[config.mk]
export PLATFORM = sky130hd
export DESIGN_NAME = out_port_ctrl
export DESIGN_NICKNAME = d
export VERILOG_FILES = /design/src/rtl/out_port_pkg.sv /design/src/rtl/out_port_fifo.sv /design/src/rtl/out_port_ctrl.sv
export SDC_FILE = /design/constraint.sdc
export NUM_CORES = 1
export LEC_CHECK = 0
export CAP_MARGIN = 30
export CORE_ASPECT_RATIO = 0.7
export CORE_MARGIN = 2
export CORE_UTILIZATION = 26
export CTS_BUF_LIST = sky130_fd_sc_hd__clkbuf_16
export CTS_CLUSTER_DIAMETER = 80
export DETAILED_ROUTE_END_ITERATION = 10
export PLACE_DENSITY = 0.43
export SKIP_CTS_REPAIR_TIMING = 1
export SKIP_LAST_GASP = 1
export SLEW_MARGIN = 20
export SYNTH_ARGS = -nofsm -noshare
export SYNTH_HDL_FRONTEND = slang
export SYNTH_SLANG_ARGS = --single-unit
export TNS_END_PERCENT = 5
[constraint.sdc]
create_clock -name clock -period 2.8 [get_ports clock]
set_clock_uncertainty 0.1 [all_clocks]
set_input_delay 0.56 -clock clock [delete_from_list [all_inputs] [get_ports clock]]
set_output_delay 0.56 -clock clock [all_outputs]
set_load 0.005 [all_outputs]
[src/rtl/out_port_pkg.sv]
// Shared definitions for the buffered output-port controller: FSM state
// encoding, default geometry and a constant-evaluable log2 helper.
package out_port_pkg;

  typedef enum logic [1:0] {
    EMPTY  = 2'd0,
    ACTIVE = 2'd1,
    FULL   = 2'd2
  } state_e;

  localparam int DEF_DATA_WIDTH = 32;
  localparam int DEF_DEPTH      = 4;

  // Smallest r such that 2**r >= value; used to size FIFO pointers.
  function automatic int clog2(input int value);
    int result;
    result = 0;
    for (int i = 0; i < 31; i++) begin
      if ((32'sd1 << i) < value) begin
        result = i + 1;
      end else begin
        result = result;
      end
    end
    return result;
  endfunction

endpackage

[src/rtl/out_port_fifo.sv]
// Storage for the output port: circular buffer with separate read/write
// pointers and an occupancy counter one bit wider than the pointers so that
// full and empty are never ambiguous. The head entry is presented
// combinationally from registered storage (first-word fall-through).
module out_port_fifo
  import out_port_pkg::*;
#(
  parameter  int DATA_WIDTH = DEF_DATA_WIDTH,
  parameter  int DEPTH      = DEF_DEPTH,
  localparam int ADDR_W     = clog2(DEPTH)
) (
  input  logic                  clock,
  input  logic                  clear,
  input  logic                  i_push,
  input  logic                  i_pop,
  input  logic [DATA_WIDTH-1:0] i_wr_data,
  output logic [DATA_WIDTH-1:0] o_head,
  output logic [ADDR_W:0]       o_count
);

  localparam logic [ADDR_W-1:0] PTR_ONE = ADDR_W'(1);
  localparam logic [ADDR_W:0]   CNT_ONE = (ADDR_W + 1)'(1);

  logic [DATA_WIDTH-1:0] r_mem [DEPTH];
  logic [ADDR_W-1:0]     r_rd_ptr;
  logic [ADDR_W-1:0]     r_wr_ptr;
  logic [ADDR_W:0]       r_count;

  // Pointer and occupancy bookkeeping; pointers wrap naturally at DEPTH.
  always_ff @(posedge clock or posedge clear) begin
    if (clear) begin
      r_rd_ptr <= '0;
      r_wr_ptr <= '0;
      r_count  <= '0;
    end else begin
      if (i_pop) begin
        r_rd_ptr <= r_rd_ptr + PTR_ONE;
      end
      if (i_push) begin
        r_wr_ptr <= r_wr_ptr + PTR_ONE;
      end
      case ({i_push, i_pop})
        2'b10:   r_count <= r_count + CNT_ONE;
        2'b01:   r_count <= r_count - CNT_ONE;
        default: r_count <= r_count;
      endcase
    end
  end

  // Data storage; contents are don't-care until written, so no reset.
  always_ff @(posedge clock) begin
    if (i_push) begin
      r_mem[r_wr_ptr] <= i_wr_data;
    end
  end

  assign o_head  = r_mem[r_rd_ptr];
  assign o_count = r_count;

endmodule

[src/rtl/out_port_ctrl.sv]
// Buffered output-port controller. Bus writes are queued in a small FIFO and
// handed to the device over valid/ready; out_port holds the last accepted
// word. Handshake outputs decode only from the registered FSM state, so no
// input reaches an output combinationally.
module out_port_ctrl
  import out_port_pkg::*;
#(
  parameter  int DATA_WIDTH = DEF_DATA_WIDTH,
  parameter  int DEPTH      = DEF_DEPTH,
  localparam int ADDR_W     = clog2(DEPTH)
) (
  input  logic                  clock,
  input  logic                  clear,
  input  logic                  OutPortin,
  input  logic [DATA_WIDTH-1:0] BusMuxOut,
  output logic                  out_busy,
  output logic [DATA_WIDTH-1:0] dev_data,
  output logic                  dev_valid,
  input  logic                  dev_ready,
  output logic [DATA_WIDTH-1:0] out_port,
  output logic [ADDR_W:0]       count,
  output logic                  overflow,
  input  logic                  ovf_clr
);

  localparam logic [ADDR_W:0] CNT_ONE     = (ADDR_W + 1)'(1);
  localparam logic [ADDR_W:0] CNT_ALMOST  = (ADDR_W + 1)'(DEPTH - 1);

  state_e                r_state;
  state_e                w_state_nxt;
  logic [DATA_WIDTH-1:0] r_out_port;
  logic                  r_overflow;
  logic [DATA_WIDTH-1:0] w_head;
  logic [ADDR_W:0]       w_count;
  logic [DATA_WIDTH-1:0] w_dev_data;
  logic                  w_dev_valid;
  logic                  w_pop;
  logic                  w_push;
  logic                  w_drop;

  // A full buffer still accepts a write when the head leaves the same cycle.
  assign w_dev_valid = (r_state != EMPTY);
  assign w_pop       = w_dev_valid & dev_ready;
  assign w_push      = OutPortin & ((r_state != FULL) | w_pop);
  assign w_drop      = OutPortin & (r_state == FULL) & ~w_pop;

  out_port_fifo #(
    .DATA_WIDTH (DATA_WIDTH),
    .DEPTH      (DEPTH)
  ) u_fifo (
    .clock     (clock),
    .clear     (clear),
    .i_push    (w_push),
    .i_pop     (w_pop),
    .i_wr_data (BusMuxOut),
    .o_head    (w_head),
    .o_count   (w_count)
  );

  // FSM state register.
  always_ff @(posedge clock or posedge clear) begin
    if (clear) begin
      r_state <= EMPTY;
    end else begin
      r_state <= w_state_nxt;
    end
  end

  // Next-state logic tracking occupancy class; push+pop leaves state alone.
  always_comb begin
    w_state_nxt = r_state;
    case (r_state)
      EMPTY: begin
        if (w_push) w_state_nxt = ACTIVE;
        else        w_state_nxt = EMPTY;
      end
      ACTIVE: begin
        if (w_push && !w_pop && (w_count == CNT_ALMOST))      w_state_nxt = FULL;
        else if (w_pop && !w_push && (w_count == CNT_ONE))    w_state_nxt = EMPTY;
        else                                                  w_state_nxt = ACTIVE;
      end
      FULL: begin
        if (w_pop && !w_push) w_state_nxt = ACTIVE;
        else                  w_state_nxt = FULL;
      end
      default: w_state_nxt = EMPTY;
    endcase
  end

  // Head data is only meaningful while something is buffered.
  always_comb begin
    w_dev_data = '0;
    if (r_state != EMPTY) begin
      w_dev_data = w_head;
    end else begin
      w_dev_data = '0;
    end
  end

  // Capture the word the device takes.
  always_ff @(posedge clock or posedge clear) begin
    if (clear) begin
      r_out_port <= '0;
    end else if (w_pop) begin
      r_out_port <= w_dev_data;
    end
  end

  // Sticky drop flag; a new drop wins over a same-cycle clear request.
  always_ff @(posedge clock or posedge clear) begin
    if (clear) begin
      r_overflow <= 1'b0;
    end else if (w_drop) begin
      r_overflow <= 1'b1;
    end else if (ovf_clr) begin
      r_overflow <= 1'b0;
    end
  end

  assign dev_valid = w_dev_valid;
  assign out_busy  = (r_state == FULL);
  assign dev_data  = w_dev_data;
  assign out_port  = r_out_port;
  assign count     = w_count;
  assign overflow  = r_overflow;

endmodule
==> results.txt <==
Run status -> finished, violations left
Violations in the final reports -> negative setup slack
Number of synthesized register bits -> 170
Number of H-tree levels -> 4
Clock insertion delay at the later pin of the skew report -> 0.42 ns
Fmax -> 341 MHz
Slowest-stage cell, CP -> sky130_fd_sc_hd__dfrtp_4
Synth Area in Simple Gates -> 4.39%
Post-Place Worst Slack -> 0.214 ns
Fraction of synthesized cell area taken by the top area cell type -> 54.8%
Max stage delay on crit path -> 0.58 ns
Die boundary width -> 200 um
Average cell area after synthesis -> 16.0 um^2
Placeable Area -> 0.0266 mm^2
Largest net degree at the start of global routing -> 36
Share of the clock period used by the worst path after layout -> 105%
Post-Synth XOR/XNOR Area -> 0.625%
Post-route core utilization -> 34.6%
Number of antenna violations at the first check in global routing -> 2
Post-synth net total -> 484
Cell area after synthesis -> 0.00701 mm^2
Vias in the first global route -> 4056
Total congestion overflow after global routing -> 0
RSZ-0062 raised after global routing -> true
Warnings, synthesis -> 0
Final Non-Filler Cells -> 935
CTS Sinks -> 170
Drt drc -> 0
Number of instances in the placed design -> 897
Top fanout value on the critical path -> 16
Worst Setup End Kind -> output pin
Worst hold path class -> reg -> reg
Number of rows in the core area -> 50
Post-synthesis share of cell area spent on full adders, half adders and majority gates -> 1.79%
Starting utilization of the core area -> 26.4%
DIE AREA -> 0.0283 mm^2
Number of distinct library cells after synthesis -> 29
Cell at the root of the clock tree -> sky130_fd_sc_hd__clkbuf_16
Critical path's top delay family -> buffers and inverters
Number of flops mapped to enable cells by yosys -> 128
Final max-slew violation count -> 0
Violation count after the first detailed-route iteration -> 110
Largest family of logic cells by synthesized area -> multiplexers
Overall routing resource usage -> 11.5%
Share of synthesized area spent on multiplexers -> 15.1%
Share of flip-flops with an asynchronous set or reset -> 24.7%
Worst vdd rail ir drop -> 0.445 mV
Via count -> 3853
Reported max-cap violation count -> 0
Port buffer count -> 106
Total wirelength of the detailed-routed design -> 15700 um
First-pass GRT wire length -> 23900 um
Area growth from synthesis to layout -> 31.4%
Crit path arrival time -> 2.27 ns
Final #Nets -> 605
Most area-hungry cell type in the Yosys netlist -> sky130_fd_sc_hd__edfxtp_1
Leakage power -> 3.46 nW
Bufs and invs on worst path -> 2
Placer's final routability congestion estimate -> 0.674
Sum of net half-perimeters after detailed placement -> 9740 um
Crit path cell chain -> buf_16 -> mux2i_1 -> mux2_2 -> nor2_1 -> clkdlybuf4s50_1
Top flip-flop cell by instance count after synthesis -> sky130_fd_sc_hd__edfxtp_1
Portion of the post-synthesis area used by sequential elements -> 69.8%
Main area contributors after synthesis -> sky130_fd_sc_hd__edfxtp_1, sky130_fd_sc_hd__dfrtp_1, sky130_fd_sc_hd__mux2i_1
Number of vias per cell after detailed routing -> 4.12
Worst Tran Pin Value -> 0.502 ns
Library cell with the highest instance count after synthesis -> sky130_fd_sc_hd__edfxtp_1
Clock-pin slew on the worst setup and hold paths -> 0.07 ns
Number of buffers created by CTS -> 17
Compound-cell area share of the yosys netlist -> 4.78%
# diodes -> 0
Cells after Synth -> 437
Die height -> 141 um
Data required time of the worst path -> 2.14 ns
I/O pin cnt -> 107
Most used standard cells in the synthesized netlist -> sky130_fd_sc_hd__edfxtp_1, sky130_fd_sc_hd__mux2i_1, sky130_fd_sc_hd__dfrtp_1, sky130_fd_sc_hd__nand2_1, sky130_fd_sc_hd__nor2_1
Post-layout worst setup margin -> -0.131 ns
Nature of the critical path startpoint -> flip-flop
Setup Total Neg Slack -> -3.04 ns
Post-route minimum period -> 2.93 ns
Number of buffers on the longest clock path -> 2
Final Hold Vio Count -> 0
First-pass DRT Iterations -> 4
Pwr per Cell Area -> 1110 mW/mm^2
Total power draw -> 0.0102 W
Slew margin rel. -> 66.5%
CTS tree -> done
Final setup fails -> 32
Post-DR wirelength/cell -> 16.8 um
Post-route ant nets -> 0
Share of final-layout standard cells stronger than drive strength 1 -> 21.9%
Startpoint-to-endpoint class of the critical path -> reg -> out
worst reg2reg max path: stages, from the launching register on:
cell                       delay, ns
sky130_fd_sc_hd__dfrtp_1        0.48
sky130_fd_sc_hd__nand2b_1       0.25
sky130_fd_sc_hd__o21a_1         0.32
sky130_fd_sc_hd__inv_2          0.08
sky130_fd_sc_hd__ha_1           0.31
sky130_fd_sc_hd__nor2_1         0.09
sky130_fd_sc_hd__a31oi_1        0.15
sky130_fd_sc_hd__o22ai_1        0.09
per-layer routing:
layer	share of wire [%]	vias to the layer above	wire (um)	global-route usage, %
li1	-	1844	-	-
met4	0.89	2	140	3.53
met1	49	1904	7660	15.2
met3	5.6	13	886	4.32
met5	0.10	-	16	0
met2	45	90	7000	17.7
cell type report:
| type | count | area (um^2) |
|---|---|---|
| clock buffer | 17 | 425 |
| clock inverter | 15 | 150 |
| fill | 2553 | 17400 |
| inverter | 13 | 48.8 |
| multi-input combinational | 231 | 1900 |
| sequential | 170 | 4900 |
| tap | 364 | 455 |
| timing repair buffer | 125 | 1330 |
cell families (layout without fill, tap and decap cells):
| group | count (synthesis) | after routing |
|---|---|---|
| AO/OA/AOI/OAI | 42 | 42 |
| AND/OR/NAND/NOR | 76 | 76 |
| adder cells (fa/ha/maj) | 10 | 10 |
| flip-flops | 170 | 170 |
| buffers and inverters | 36 | 170 |
| XOR/XNOR | 5 | 5 |
| multiplexers | 98 | 98 |
through the flow:
| stage | area, um^2 | hold slack [ns] |
|---|---|---|
| after CTS | 9120 | 0.380 |
| after global routing | 9210 | 0.405 |
| after global placement | 8550 | 0.362 |
| final | 9210 | 0.374 |
| after detailed placement | 8550 | 0.364 |
| after floorplan | 7010 | 0.377 |
report_power, final:
group / internal (W) / switching [W] / total (W)
registers: 0.00341 / 0.000303 / 0.00372
clock network: 0.00131 / 0.000976 / 0.00229
logic: 0.00230 / 0.00192 / 0.00422
total: 0.00702 / 0.00320 / 0.0102
state kept, by name, indices dropped and copies added (netlist names):
signal           cells
u_fifo.r_wr_ptr      2
overflow             1
u_fifo.o_count       3
u_fifo.r_mem       128
out_port            32
r_state              2
u_fifo.r_rd_ptr      2
placed cells by master (no fill, tap or decap), types with 2 or more instances in the layout:
cell	n
sky130_fd_sc_hd__buf_12	6
sky130_fd_sc_hd__clkinv_2	2
sky130_fd_sc_hd__xnor2_1	5
sky130_fd_sc_hd__nand2_1	34
sky130_fd_sc_hd__ha_1	10
sky130_fd_sc_hd__edfxtp_1	128
sky130_fd_sc_hd__clkinv_1	2
sky130_fd_sc_hd__dfrtp_1	40
sky130_fd_sc_hd__clkinv_4	2
sky130_fd_sc_hd__buf_4	10
sky130_fd_sc_hd__and2_2	4
sky130_fd_sc_hd__nor2_1	33
sky130_fd_sc_hd__mux2_4	10
sky130_fd_sc_hd__o21ai_2	31
sky130_fd_sc_hd__clkdlybuf4s50_1	106
sky130_fd_sc_hd__inv_2	4
sky130_fd_sc_hd__bufinv_16	2
sky130_fd_sc_hd__inv_1	9
sky130_fd_sc_hd__inv_6	2
sky130_fd_sc_hd__mux2i_1	65
sky130_fd_sc_hd__o21ai_1	3
sky130_fd_sc_hd__clkinvlp_4	5
sky130_fd_sc_hd__mux2_2	23
sky130_fd_sc_hd__clkbuf_16	19
sky130_fd_sc_hd__a21oi_1	2
final timing paths:
path                                    start  slack, ns                 end  cells past startpoint
min                               out_port[7]       0.37         out_port[7]                      2
min in group asynchronous               clear       0.38        out_port[21]                      2
min reg2reg                       out_port[7]       0.37         out_port[7]                      2
max reg2reg                        r_state[0]       0.80   u_fifo.o_count[2]                      7
max in group asynchronous               clear       1.57  u_fifo.r_rd_ptr[1]                      3
max                        u_fifo.r_rd_ptr[1]      -0.13         dev_data[5]                      5
Note: power is estimated with default switching activity, not from simulation.
